**config.mk**
```make
export PLATFORM = sky130hd
export DESIGN_NAME = sdram_burst_arbiter
export DESIGN_NICKNAME = d
export VERILOG_FILES = /design/src/rtl/sdram_pkg.sv /design/src/rtl/rr_picker.sv /design/src/rtl/sdram_burst_arbiter.sv
export SDC_FILE = /design/constraint.sdc
export NUM_CORES = 1
export LEC_CHECK = 0
export CAP_MARGIN = 40
export CORE_MARGIN = 10
export CORE_UTILIZATION = 35
export DETAILED_ROUTE_END_ITERATION = 10
export PLACE_DENSITY = 0.78
export SKIP_CTS_REPAIR_TIMING = 1
export SYNTH_ARGS = -nofsm -noshare
export SYNTH_HDL_FRONTEND = slang
export SYNTH_HIERARCHICAL = 1
export SYNTH_SLANG_ARGS = --single-unit
```
**constraint.sdc**
```tcl
create_clock -name clk -period 2.9 [get_ports clk]
set_input_delay 0.58 -clock clk [delete_from_list [all_inputs] [get_ports clk]]
set_output_delay 0.58 -clock clk [all_outputs]
set_load 0.03 [all_outputs]
```
**src/rtl/sdram_pkg.sv**
```systemverilog
`default_nettype none
// ============================================================================
// Package : sdram_pkg
// Brief   : Shared widths, typedefs and arbiter state encoding for the
//           SDRAM burst port.
// Rev     : 1.0  initial release
// ============================================================================
package sdram_pkg;

    localparam int C_BA_WIDTH    = 2;
    localparam int C_ROW_WIDTH   = 13;
    localparam int C_COL_WIDTH   = 9;
    localparam int C_DQ_WIDTH    = 16;
    localparam int C_BURST_WIDTH = 9;
    localparam int C_ADDR_WIDTH  = C_BA_WIDTH + C_ROW_WIDTH + C_COL_WIDTH;

    typedef logic [C_ADDR_WIDTH-1:0]  sdram_addr_t;
    typedef logic [C_BURST_WIDTH-1:0] burst_len_t;
    typedef logic [C_DQ_WIDTH-1:0]    dq_t;

    typedef enum logic [1:0] {
        IDLE  = 2'd0,
        ISSUE = 2'd1,
        DATA  = 2'd2,
        DONE  = 2'd3
    } arb_state_e;

endpackage
`default_nettype wire

```
**src/rtl/rr_picker.sv**
```systemverilog
`default_nettype none
// ============================================================================
// Module : rr_picker
// Brief  : Combinational round-robin pick: first asserted request scanning
//          upward from ptr, wrapping modulo NUM_PORTS.
// Rev    : 1.0  initial release
// ============================================================================
module rr_picker
    import sdram_pkg::*;
#(
    parameter int NUM_PORTS = 3,
    parameter int IDX_W     = $clog2(NUM_PORTS)
) (
    input  logic [NUM_PORTS-1:0] req,
    input  logic [IDX_W-1:0]     ptr,
    output logic [NUM_PORTS-1:0] pick_onehot,
    output logic [IDX_W-1:0]     pick_idx,
    output logic                 pick_valid
);

    localparam logic [IDX_W:0] C_NUM = (IDX_W+1)'(NUM_PORTS);

    always_comb begin
        logic [IDX_W:0] w_cand;
        pick_onehot = '0;
        pick_idx    = '0;
        pick_valid  = 1'b0;
        w_cand      = '0;
        for (int i = 0; i < NUM_PORTS; i++) begin
            // ptr < NUM_PORTS, so one conditional subtract is a full modulo
            w_cand = {1'b0, ptr} + (IDX_W+1)'(i);
            if (w_cand >= C_NUM) begin
                w_cand = w_cand - C_NUM;
            end
            if (!pick_valid && req[w_cand[IDX_W-1:0]]) begin
                pick_valid = 1'b1;
                pick_idx   = w_cand[IDX_W-1:0];
            end
        end
        if (pick_valid) begin
            pick_onehot[pick_idx] = 1'b1;
        end
    end

endmodule
`default_nettype wire

```
**src/rtl/sdram_burst_arbiter.sv**
```systemverilog
`default_nettype none
// ============================================================================
// Module : sdram_burst_arbiter
// Brief  : Round-robin arbiter sharing the SDRAM controller burst port among
//          NUM_PORTS masters; grant is held for the whole burst.
// Rev    : 1.0  initial release
// ============================================================================
module sdram_burst_arbiter
    import sdram_pkg::*;
#(
    parameter int NUM_PORTS   = 3,
    parameter int BA_WIDTH    = C_BA_WIDTH,
    parameter int ROW_WIDTH   = C_ROW_WIDTH,
    parameter int COL_WIDTH   = C_COL_WIDTH,
    parameter int DQ_WIDTH    = C_DQ_WIDTH,
    parameter int ADDR_WIDTH  = BA_WIDTH + ROW_WIDTH + COL_WIDTH,
    parameter int BURST_WIDTH = C_BURST_WIDTH
) (
    input  logic                             clk,
    input  logic                             res,
    input  logic [NUM_PORTS-1:0]             m_req,
    input  logic [NUM_PORTS-1:0]             m_we,
    input  logic [NUM_PORTS*ADDR_WIDTH-1:0]  m_addr,
    input  logic [NUM_PORTS*BURST_WIDTH-1:0] m_len,
    output logic [NUM_PORTS-1:0]             m_gnt,
    input  logic [NUM_PORTS*DQ_WIDTH-1:0]    m_wdata,
    input  logic [NUM_PORTS-1:0]             m_wvalid,
    output logic [NUM_PORTS-1:0]             m_wready,
    output logic [DQ_WIDTH-1:0]              m_rdata,
    output logic [NUM_PORTS-1:0]             m_rvalid,
    output logic [NUM_PORTS-1:0]             m_done,
    output logic                             c_req,
    output logic                             c_we,
    output logic [ADDR_WIDTH-1:0]            c_addr,
    output logic [BURST_WIDTH-1:0]           c_len,
    input  logic                             c_ack,
    output logic [DQ_WIDTH-1:0]              c_wdata,
    output logic                             c_wvalid,
    input  logic                             c_wready,
    input  logic [DQ_WIDTH-1:0]              c_rdata,
    input  logic                             c_rvalid
);

    localparam int              IDX_W      = $clog2(NUM_PORTS);
    localparam logic [IDX_W-1:0] C_LAST_IDX = IDX_W'(NUM_PORTS - 1);

    arb_state_e               r_state;
    logic [IDX_W-1:0]         r_rr_ptr;
    logic [IDX_W-1:0]         r_gnt_idx;
    logic [BURST_WIDTH-1:0]   r_beat_cnt;
    logic [NUM_PORTS-1:0]     r_gnt;
    logic [NUM_PORTS-1:0]     r_done;
    logic                     r_c_req;
    logic                     r_c_we;
    logic [ADDR_WIDTH-1:0]    r_c_addr;
    logic [BURST_WIDTH-1:0]   r_c_len;

    logic [NUM_PORTS-1:0]     w_pick_onehot;
    logic [IDX_W-1:0]         w_pick_idx;
    logic                     w_pick_valid;
    logic                     w_beat;

    logic [ADDR_WIDTH-1:0]    w_addr  [NUM_PORTS];
    logic [BURST_WIDTH-1:0]   w_len   [NUM_PORTS];
    logic [DQ_WIDTH-1:0]      w_wdata [NUM_PORTS];

    genvar g;
    generate
        for (g = 0; g < NUM_PORTS; g++) begin : g_unpack
            assign w_addr[g]  = m_addr[g*ADDR_WIDTH +: ADDR_WIDTH];
            assign w_len[g]   = m_len[g*BURST_WIDTH +: BURST_WIDTH];
            assign w_wdata[g] = m_wdata[g*DQ_WIDTH +: DQ_WIDTH];
        end
    endgenerate

    rr_picker #(
        .NUM_PORTS (NUM_PORTS),
        .IDX_W     (IDX_W)
    ) u_rr_picker (
        .req         (m_req),
        .ptr         (r_rr_ptr),
        .pick_onehot (w_pick_onehot),
        .pick_idx    (w_pick_idx),
        .pick_valid  (w_pick_valid)
    );

    // Data steering is only live in DATA; everywhere else all beats are ignored.
    always_comb begin
        m_wready = '0;
        m_rvalid = '0;
        m_rdata  = '0;
        c_wdata  = '0;
        c_wvalid = 1'b0;
        w_beat   = 1'b0;
        if (r_state == DATA) begin
            if (r_c_we) begin
                c_wdata              = w_wdata[r_gnt_idx];
                c_wvalid             = m_wvalid[r_gnt_idx];
                m_wready[r_gnt_idx]  = c_wready;
                w_beat               = m_wvalid[r_gnt_idx] && c_wready;
            end else begin
                m_rdata              = c_rdata;
                m_rvalid[r_gnt_idx]  = c_rvalid;
                w_beat               = c_rvalid;
            end
        end
    end

    always_ff @(posedge clk or negedge res) begin
        if (!res) begin
            r_state    <= IDLE;
            r_rr_ptr   <= '0;
            r_gnt_idx  <= '0;
            r_beat_cnt <= '0;
            r_gnt      <= '0;
            r_done     <= '0;
            r_c_req    <= 1'b0;
            r_c_we     <= 1'b0;
            r_c_addr   <= '0;
            r_c_len    <= '0;
        end else begin
            case (r_state)
                IDLE: begin
                    r_done <= '0;
                    if (w_pick_valid) begin
                        r_gnt_idx <= w_pick_idx;
                        r_gnt     <= w_pick_onehot;
                        r_c_we    <= m_we[w_pick_idx];
                        r_c_addr  <= w_addr[w_pick_idx];
                        // A zero-length request still moves one beat
                        r_c_len   <= (w_len[w_pick_idx] == '0) ? BURST_WIDTH'(1)
                                                               : w_len[w_pick_idx];
                        r_c_req   <= 1'b1;
                        r_state   <= ISSUE;
                    end
                end
                ISSUE: begin
                    if (c_ack) begin
                        r_c_req    <= 1'b0;
                        r_beat_cnt <= '0;
                        r_state    <= DATA;
                    end
                end
                DATA: begin
                    if (w_beat) begin
                        r_beat_cnt <= r_beat_cnt + BURST_WIDTH'(1);
                        if ((r_beat_cnt + BURST_WIDTH'(1)) == r_c_len) begin
                            r_done  <= r_gnt;
                            r_state <= DONE;
                        end
                    end
                end
                DONE: begin
                    r_done   <= '0;
                    r_gnt    <= '0;
                    r_rr_ptr <= (r_gnt_idx == C_LAST_IDX) ? '0 : r_gnt_idx + 1'b1;
                    r_state  <= IDLE;
                end
                default: r_state <= IDLE;
            endcase
        end
    end

    assign m_gnt  = r_gnt;
    assign m_done = r_done;
    assign c_req  = r_c_req;
    assign c_we   = r_c_we;
    assign c_addr = r_c_addr;
    assign c_len  = r_c_len;

endmodule
`default_nettype wire

```
==> results of run 1 <==
-- stage by stage --
step                      TNS [ns]  power, uW  hold WS (ns)
after floorplan                  0       4770         0.284
after global placement     -0.0924       6810         0.506
after detailed placement    -0.247       6910         0.515
after CTS                        0       7640         0.454
after global routing       -0.0522       8280         0.485
final                            0       7660         0.420
-- registers in the layout, summed over array words and instances (netlist names) --
| register | flops |
|---|---|
| c_addr | 24 |
| c_len | 9 |
| c_req | 1 |
| c_we | 1 |
| m_done | 3 |
| m_gnt | 3 |
| r_beat_cnt | 9 |
| r_gnt_idx | 2 |
| r_rr_ptr | 2 |
| r_state | 2 |
-- layout make-up --
type                    count  area [sq um]
fillers                  1012          4680
clock inverters             3          42.5
well taps                 147           184
repair buffers            291          2810
clock buffers               5           125
flip-flops and latches     56          1400
multi-input cells         435          2720
inverters                  12          48.8
-- final timing paths --
check	start	to	slack, ns
setup / recovery	m_req[2]	c_len[0]	0.14
hold / removal	res	r_beat_cnt[5]	0.42
setup reg to reg	r_rr_ptr[0]	c_len[0]	0.16
hold reg to reg	c_addr[9]	c_addr[9]	0.53
max in group asynchronous	res	r_rr_ptr[0]	2.00
min in group clk	c_addr[9]	c_addr[9]	0.53
-- per-layer routing --
metal  wire (um)  vias up  global-route usage  part of all wire
li1            -     2403                   -                 -
met1        6480     2271               0.218              0.38
met2        9110      168               0.356              0.53
met3        1350       28              0.0725             0.078
met4         332        0              0.0458             0.019
met5           0        -                   0                 0
-- where the power goes --
group / switching, uW / leakage, uW / total (uW) / internal [uW]
Sequential: 336 / 0.000670 / 1460 / 1120
Clock: 282 / 0.0000798 / 688 / 406
Combinational: 3080 / 0.00231 / 5510 / 2440
-- synth_stat cells (4+ instances only) --
library cell	n	share of area
sky130_fd_sc_hd__a21oi_1	86	0.10
sky130_fd_sc_hd__a31oi_1	6	0.0088
sky130_fd_sc_hd__and2_1	21	0.031
sky130_fd_sc_hd__and3_1	5	0.0073
sky130_fd_sc_hd__buf_1	8	0.0070
sky130_fd_sc_hd__buf_2	8	0.0093
sky130_fd_sc_hd__clkbuf_1	20	0.018
sky130_fd_sc_hd__dfrtp_1	56	0.33
sky130_fd_sc_hd__ha_1	9	0.026
sky130_fd_sc_hd__inv_1	11	0.0096
sky130_fd_sc_hd__mux2_2	6	0.016
sky130_fd_sc_hd__mux2i_1	56	0.13
sky130_fd_sc_hd__nand2_1	22	0.019
sky130_fd_sc_hd__nand3_1	7	0.0082
sky130_fd_sc_hd__nand3b_1	5	0.0088
sky130_fd_sc_hd__nor2_1	113	0.099
sky130_fd_sc_hd__nor2b_1	7	0.010
sky130_fd_sc_hd__nor3_1	4	0.0047
sky130_fd_sc_hd__o211ai_1	4	0.0070
sky130_fd_sc_hd__o21ai_0	17	0.020
sky130_fd_sc_hd__o31ai_1	4	0.0070
sky130_fd_sc_hd__or2_2	4	0.0058
sky130_fd_sc_hd__or3_1	5	0.0073
sky130_fd_sc_hd__or4_1	4	0.0070
sky130_fd_sc_hd__xnor2_1	6	0.012
sky130_fd_sc_hd__xor2_1	6	0.012
-- logic make-up (layout without fill, tap and decap cells) --
kind of cell,Yosys count,count (layout),share of synthesized area
adder cells (fa/ha/maj),9,9,0.0263
XOR/XNOR,12,12,0.0245
AO/OA/AOI/OAI,141,141,0.189
buffers and inverters,50,311,0.0505
multiplexers,64,64,0.152
flip-flops,56,56,0.327
AND/OR/NAND/NOR,209,209,0.230
==> results.txt, run 1 <==
- Counting cells, the worst reg-to-reg path comes to 14.
* Crit Path Category: primary input to flop
* Wire length of the first global-routing pass: 27.0 mm
- TritonCTS built the clock tree.
- The top cell types in the final layout, fill and taps aside, are 215 x sky130_fd_sc_hd__clkdlybuf4s50_1, 113 x sky130_fd_sc_hd__nor2_1, 80 x sky130_fd_sc_hd__a21oi_1.
- Count of buffering cells on the critical path with inverters included: 3
* Remaining DRCs: 0
- Count of inserted antenna diode cells: 0
- Maximum frequency from static timing analysis: 0.362 GHz
* Clock latency on the worst-skew pair: 0.29 ns
* TritonRoute pass-1 iters: 4
* Fraction of final layout cells sized beyond drive strength 1: 0.140
- The min-delay analysis places its worst path in the category primary input to async pin.
* Site Rows: 40
* Share of the core filled with cells: 0.610
* Post-synthesis instance area: 4290 sq um
* Async SR Flop Fraction: 1.00
- Y dimension of the die: 131 um
- Leakage power of the design: 0.00306 uW
- In the synthesized netlist the dominant register cell turns out to be sky130_fd_sc_hd__dfrtp_1.
* Total grt overflow: 0
- At the end of routability-driven placement, the weighted congestion stood at 0.908.
* Clock Skews: 0.00304 ns
* Unique cell type count in the Yosys netlist: 55
* Number of global-route vias before repair: 5186
* CP endpoint kind: flop
- The initial utilization of the core area, before any placement, comes to 0.357.
- Share of the cycle needed by the critical path after routing: 0.952
- Number of nets at the end of the flow: 987
- Final Slew Violations: 0
- The routed design could run at a clock period as short as 2.76 ns.
- H-tree levels: 2
* Cells along the critical path: clkdlybuf4s50_1, mux2i_2, buf_4, o21ai_2, o21ai_1, and2_4, buf_12, mux2i_1, nor2_1, a21oi_2, nand4_1, o221ai_1, mux2_2
* Count of flip-flops with a built-in enable after synthesis: 0
- Antenna Nets Post-Route: 0
- The largest individual stage delay along the critical path comes from the cell sky130_fd_sc_hd__clkdlybuf4s50_1.
- Average wire per cell in the routed design: 18.2 um
- Fin worst setup slack: 0.140 ns
- At the worst endpoint, the required time is 3.14 ns.
* Pwr/cell area: 1050 nW/um^2
- Layout Area Growth over Synthesis: 71.0%
- The root buffer cell chosen for the clock tree is sky130_fd_sc_hd__clkbuf_16.
- DIE AREA: 17100 sq um
- Dominant delay contributor by cell family on the critical path: buffers and inverters
* Run status: complete, no violations
* Max-cap violations: 0
* Largest fanout of any net on the critical path: 10
- Post-detailed-placement half-perimeter wirelength: 14.4 mm
- Slew at the pin with the worst max-slew slack: 0.726 ns
- Critical path depth in cells: 13
- Register area share after synthesis: 0.327
- Die width: 131 um
- Port buffering added 256 buffers.
- Maximum resistive drop on vdd: 465 uV
- Maximum number of buffers from clock root to sink: 2
- Number of top-level design ports: 257
- For this block, the routed nets add up to 17.3 mm of wire.
- Dpl cells: 941
- Once layout is complete, the cells apart from fillers number 949.
* Final instance area: 7330 sq um
- Setup repair after global routing could not meet its margin everywhere.
* Via/cell ratio: 5.13
* Violation count after the first detailed-routing iteration: 334
- During synthesis, Yosys emitted a total of 6 warnings.
- Critical path's largest stage delay: 0.50 ns
- Worst slew slack as a fraction of its limit: 0.516
- Summing all placed instances gives a cell area of 7110 sq um.
- Synthesis handed over a netlist of 541 instances.
* Crit path arrival time: 3.00 ns
- Average cell area after synthesis: 7.92 sq um
- The region available for standard cell placement spans 12000 sq um.
- The worst setup path is launched from a primary input.
- Count of clock tree sinks: 56
- Buffers inserted during clock tree synthesis total 5.
- GRT Resource Usage Total: 0.199
- Maximum number of pins on one net before global-route repair: 57
- After clock tree synthesis, the clock-pin slew on the worst setup and hold paths is 0.07 ns.
- Pre-CTS setup slack: -0.195 ns
- Count of vias placed by the detailed router: 4870
* Most common cell after layout, fill and taps aside: sky130_fd_sc_hd__clkdlybuf4s50_1
- Hold Violations, Final: 0
* Syn_nets: 727
- The synthesized design contains 56 register bits.
- Count of final setup violators: 0
- Initial antenna violation count: 0
No activity file was read; power rests on OpenSTA's default activity.
==> run 2, diff against run 1 <==
--- a/config.mk
+++ b/config.mk
@@ -6,7 +6,6 @@
 export NUM_CORES = 1
 export LEC_CHECK = 0
 export CAP_MARGIN = 40
-export CORE_MARGIN = 10
 export CORE_UTILIZATION = 35
 export DETAILED_ROUTE_END_ITERATION = 10
 export PLACE_DENSITY = 0.78
==> results.txt, run 2 (synthesis gave the netlist of run 1 again) <==
- Count of final setup violators: 0 (unchanged)
- The clock insertion delay at the later pin of the skew report came to 0.29 ns (about the same).
- The routability congestion estimate is 0.959 (+5.6%).
* Worst path slowest cell: sky130_fd_sc_hd__clkdlybuf4s50_1
- The cell sitting at the root of the clock tree is a sky130_fd_sc_hd__clkbuf_16.
* Critical path's largest stage delay: 0.72 ns (+0.22 ns)
- TritonCTS buffer count: 5 (unchanged)
- The total track usage came to 0.229 (+0.0308).
- Number of top-level design ports: 257 (unchanged)
* Number of filler cells placed in the layout: 1025 (+1.3%)
- Average wire per cell in the routed design: 15.5 um (-15%)
- Critical path required time: 2.32 ns (-0.82 ns)
- Final instance area: 7300 sq um (-0.32%)
* Setup_tns: 0 ns (unchanged)
- The starting utilization of the core area is 0.358 (+0.00149).
- Run status: complete, no violations
- The area of the die is 12700 sq um (-26%).
- Number of global-route vias before repair: 4881 (-5.9%)
- Traced cell by cell, the critical path runs through inv_1, ha_1, nand3_1, nor3_1, clkdlybuf4s50_1.
- Count of inserted antenna diode cells: 0 (unchanged)
- The min-delay analysis places its worst path in the category primary input to async pin.
* Pre-CTS setup slack: -0.241 ns (-0.0461 ns)
* Worst slew slack as a fraction of its limit: 0.565 (+0.0484)
- Count of vias placed by the detailed router: 4860 (-0.21%)
* Violation count after the first detailed-routing iteration: 237 (-29%)
- Drt total wl: 14.7 mm (-15%)
- Initial antenna violation count: 0 (unchanged)
* Layout Area Growth over Synthesis: 70.5%
- The worst clock skew is 0.00601 ns (+0.00297 ns).
- Site Rows: 40 (unchanged)
* Final Slew Violations: 0 (unchanged)
- The post-detailed-route DRC marker count is 0 (unchanged).
- The global route total overflow was 0 (unchanged).
- Min Clock Period, post-route: 2.70 ns (-0.0629 ns)
* Antenna Nets Post-Route: 0 (unchanged)
- Max-cap violations: 0 (unchanged)
- The layout net count was 989 (+0.20%).
- Most common cell after layout, fill and taps aside: sky130_fd_sc_hd__clkdlybuf4s50_1
- The largest net degree at the start of global routing was 45 (-21%).
* Max reg flops: 24 (unchanged)
- Die width: 113 um (-14%)
- The vertical die dimension came to 113 um (-14%).
* Crit Path Category: flop to output port
- The total core area came to 12000 sq um (-0.42%).
* Largest fanout of any net on the critical path: 4 (-6)
* Buffers on Ports: 256 (unchanged)
* CP endpoint kind: output port
- The final HPWL from detailed placement is 11.9 mm (-18%).
- Total power draw: 7630 uW (-0.45%)
- RSZ-0062 raised after global routing: false
- The fraction of layout cells with a size suffix above 1 is 0.136 (-0.00408).
- Share of the cycle needed by the critical path after routing: 0.930 (-0.0217)
* TritonRoute pass-1 iters: 4 (unchanged)
- Share of the core filled with cells: 0.611 (about the same)
* Maximum number of buffers from clock root to sink: 2 (unchanged)
* Most used cells in the layout excluding fill and tap cells: 215 x sky130_fd_sc_hd__clkdlybuf4s50_1, 113 x sky130_fd_sc_hd__nor2_1, 82 x sky130_fd_sc_hd__a21oi_1
- Maximum frequency from static timing analysis: 0.371 GHz (+2.3%)
- Maximum resistive drop on vdd: 463 uV (-0.26%)
- Count of clock tree sinks: 56 (unchanged)
* H-tree levels: 2 (unchanged)
- Clock-pin slew on the worst setup and hold paths: 0.07 ns (about the same)
- Placement-stage cell area: 7060 sq um (-0.63%)
* Fin worst setup slack: 0.203 ns (+0.0629 ns)
- Crit path arrival time: 2.12 ns (-0.88 ns)
* Pwr/cell area: 1040 nW/um^2 (-0.12%)
- The number of hold-slack violations in the final timing report came to 0 (unchanged).
* Via/cell ratio: 5.11 (-0.42%)
- CTS tree: built
- Wire length of the first global-routing pass: 23.4 mm (-13%)
- Leakage power of the design: 0.00305 uW (-0.32%)
* Slew at the pin with the worst max-slew slack: 0.652 ns (-0.0742 ns)
- The worst setup path is launched from a flop.
-- run 2: changes by cell type in the layout (fill, tap and decap cells not counted) --
cell                         delta
sky130_fd_sc_hd__ha_4           +1
sky130_fd_sc_hd__bufinv_16      -1
sky130_fd_sc_hd__mux2i_2        -1
sky130_fd_sc_hd__a21oi_2        -2
sky130_fd_sc_hd__buf_12         -2
sky130_fd_sc_hd__clkinv_2       -1
sky130_fd_sc_hd__mux2i_4        +1
sky130_fd_sc_hd__buf_4          +4
sky130_fd_sc_hd__clkinv_1       +1
sky130_fd_sc_hd__clkbuf_1       +2
sky130_fd_sc_hd__clkbuf_8       +1
sky130_fd_sc_hd__a21oi_1        +2
sky130_fd_sc_hd__ha_2           -1
sky130_fd_sc_hd__clkinvlp_4     -2
-- run 2: through the flow --
step                hold WS [ns]  instances
CTS                        0.178        948
global route               0.189        951
finish                     0.166        951
detailed placement         0.488        940
global placement           0.482        940
floorplan                  0.284        541
-- run 2: worst max-delay path, delay by kind of cell, from the launching register on --
| family | cells | cell delay [ns] |
|---|---|---|
| and+or+nand+nor | 2 | 0.31 |
| adders and majority gates | 1 | 0.26 |
| DFF | 1 | 0.42 |
| buffers and inverters | 2 | 0.84 |
-- run 2: worst paths after layout --
check,slack [ns],cells past startpoint,endpoint,startpoint
setup / recovery,0.20,5,m_wready[0],r_state[0]
hold reg to reg,0.53,2,c_addr[14],c_addr[14]
setup reg to reg,0.21,13,c_len[0],r_rr_ptr[0]
min in group clk,0.53,2,c_addr[14],c_addr[14]
hold / removal,0.17,1,c_len[6],res
max in group asynchronous,1.88,2,c_addr[15],res
-- run 2: final cells by class --
type	count	area, sq um	area share
Timing Repair Buffer	293	2800	0.383
Multi-Input combinational cell	435	2730	0.373
Sequential cell	56	1400	0.192
Tap cell	147	184	0.0252
Clock buffer	8	146	0.0200
Inverter	12	45.0	0.00617
-- run 2: power breakdown --
part	internal (uW)	switching, uW	leakage, uW
registers	1120	320	0.000670
logic	2500	3080	0.00231
clock network	345	263	0.0000712
total	3970	3660	0.00305
-- run 2: per-layer routing --
metal | GRT usage | up-vias | share of wire | routed length [um]
met1 | 0.270 | 2281 | 0.40 | 5910
met3 | 0.0535 | 20 | 0.059 | 864
met4 | 0.0587 | 0 | 0.015 | 225
met2 | 0.417 | 155 | 0.52 | 7720
met5 | 0 | - | 0 | 0
li1 | - | 2404 | - | -
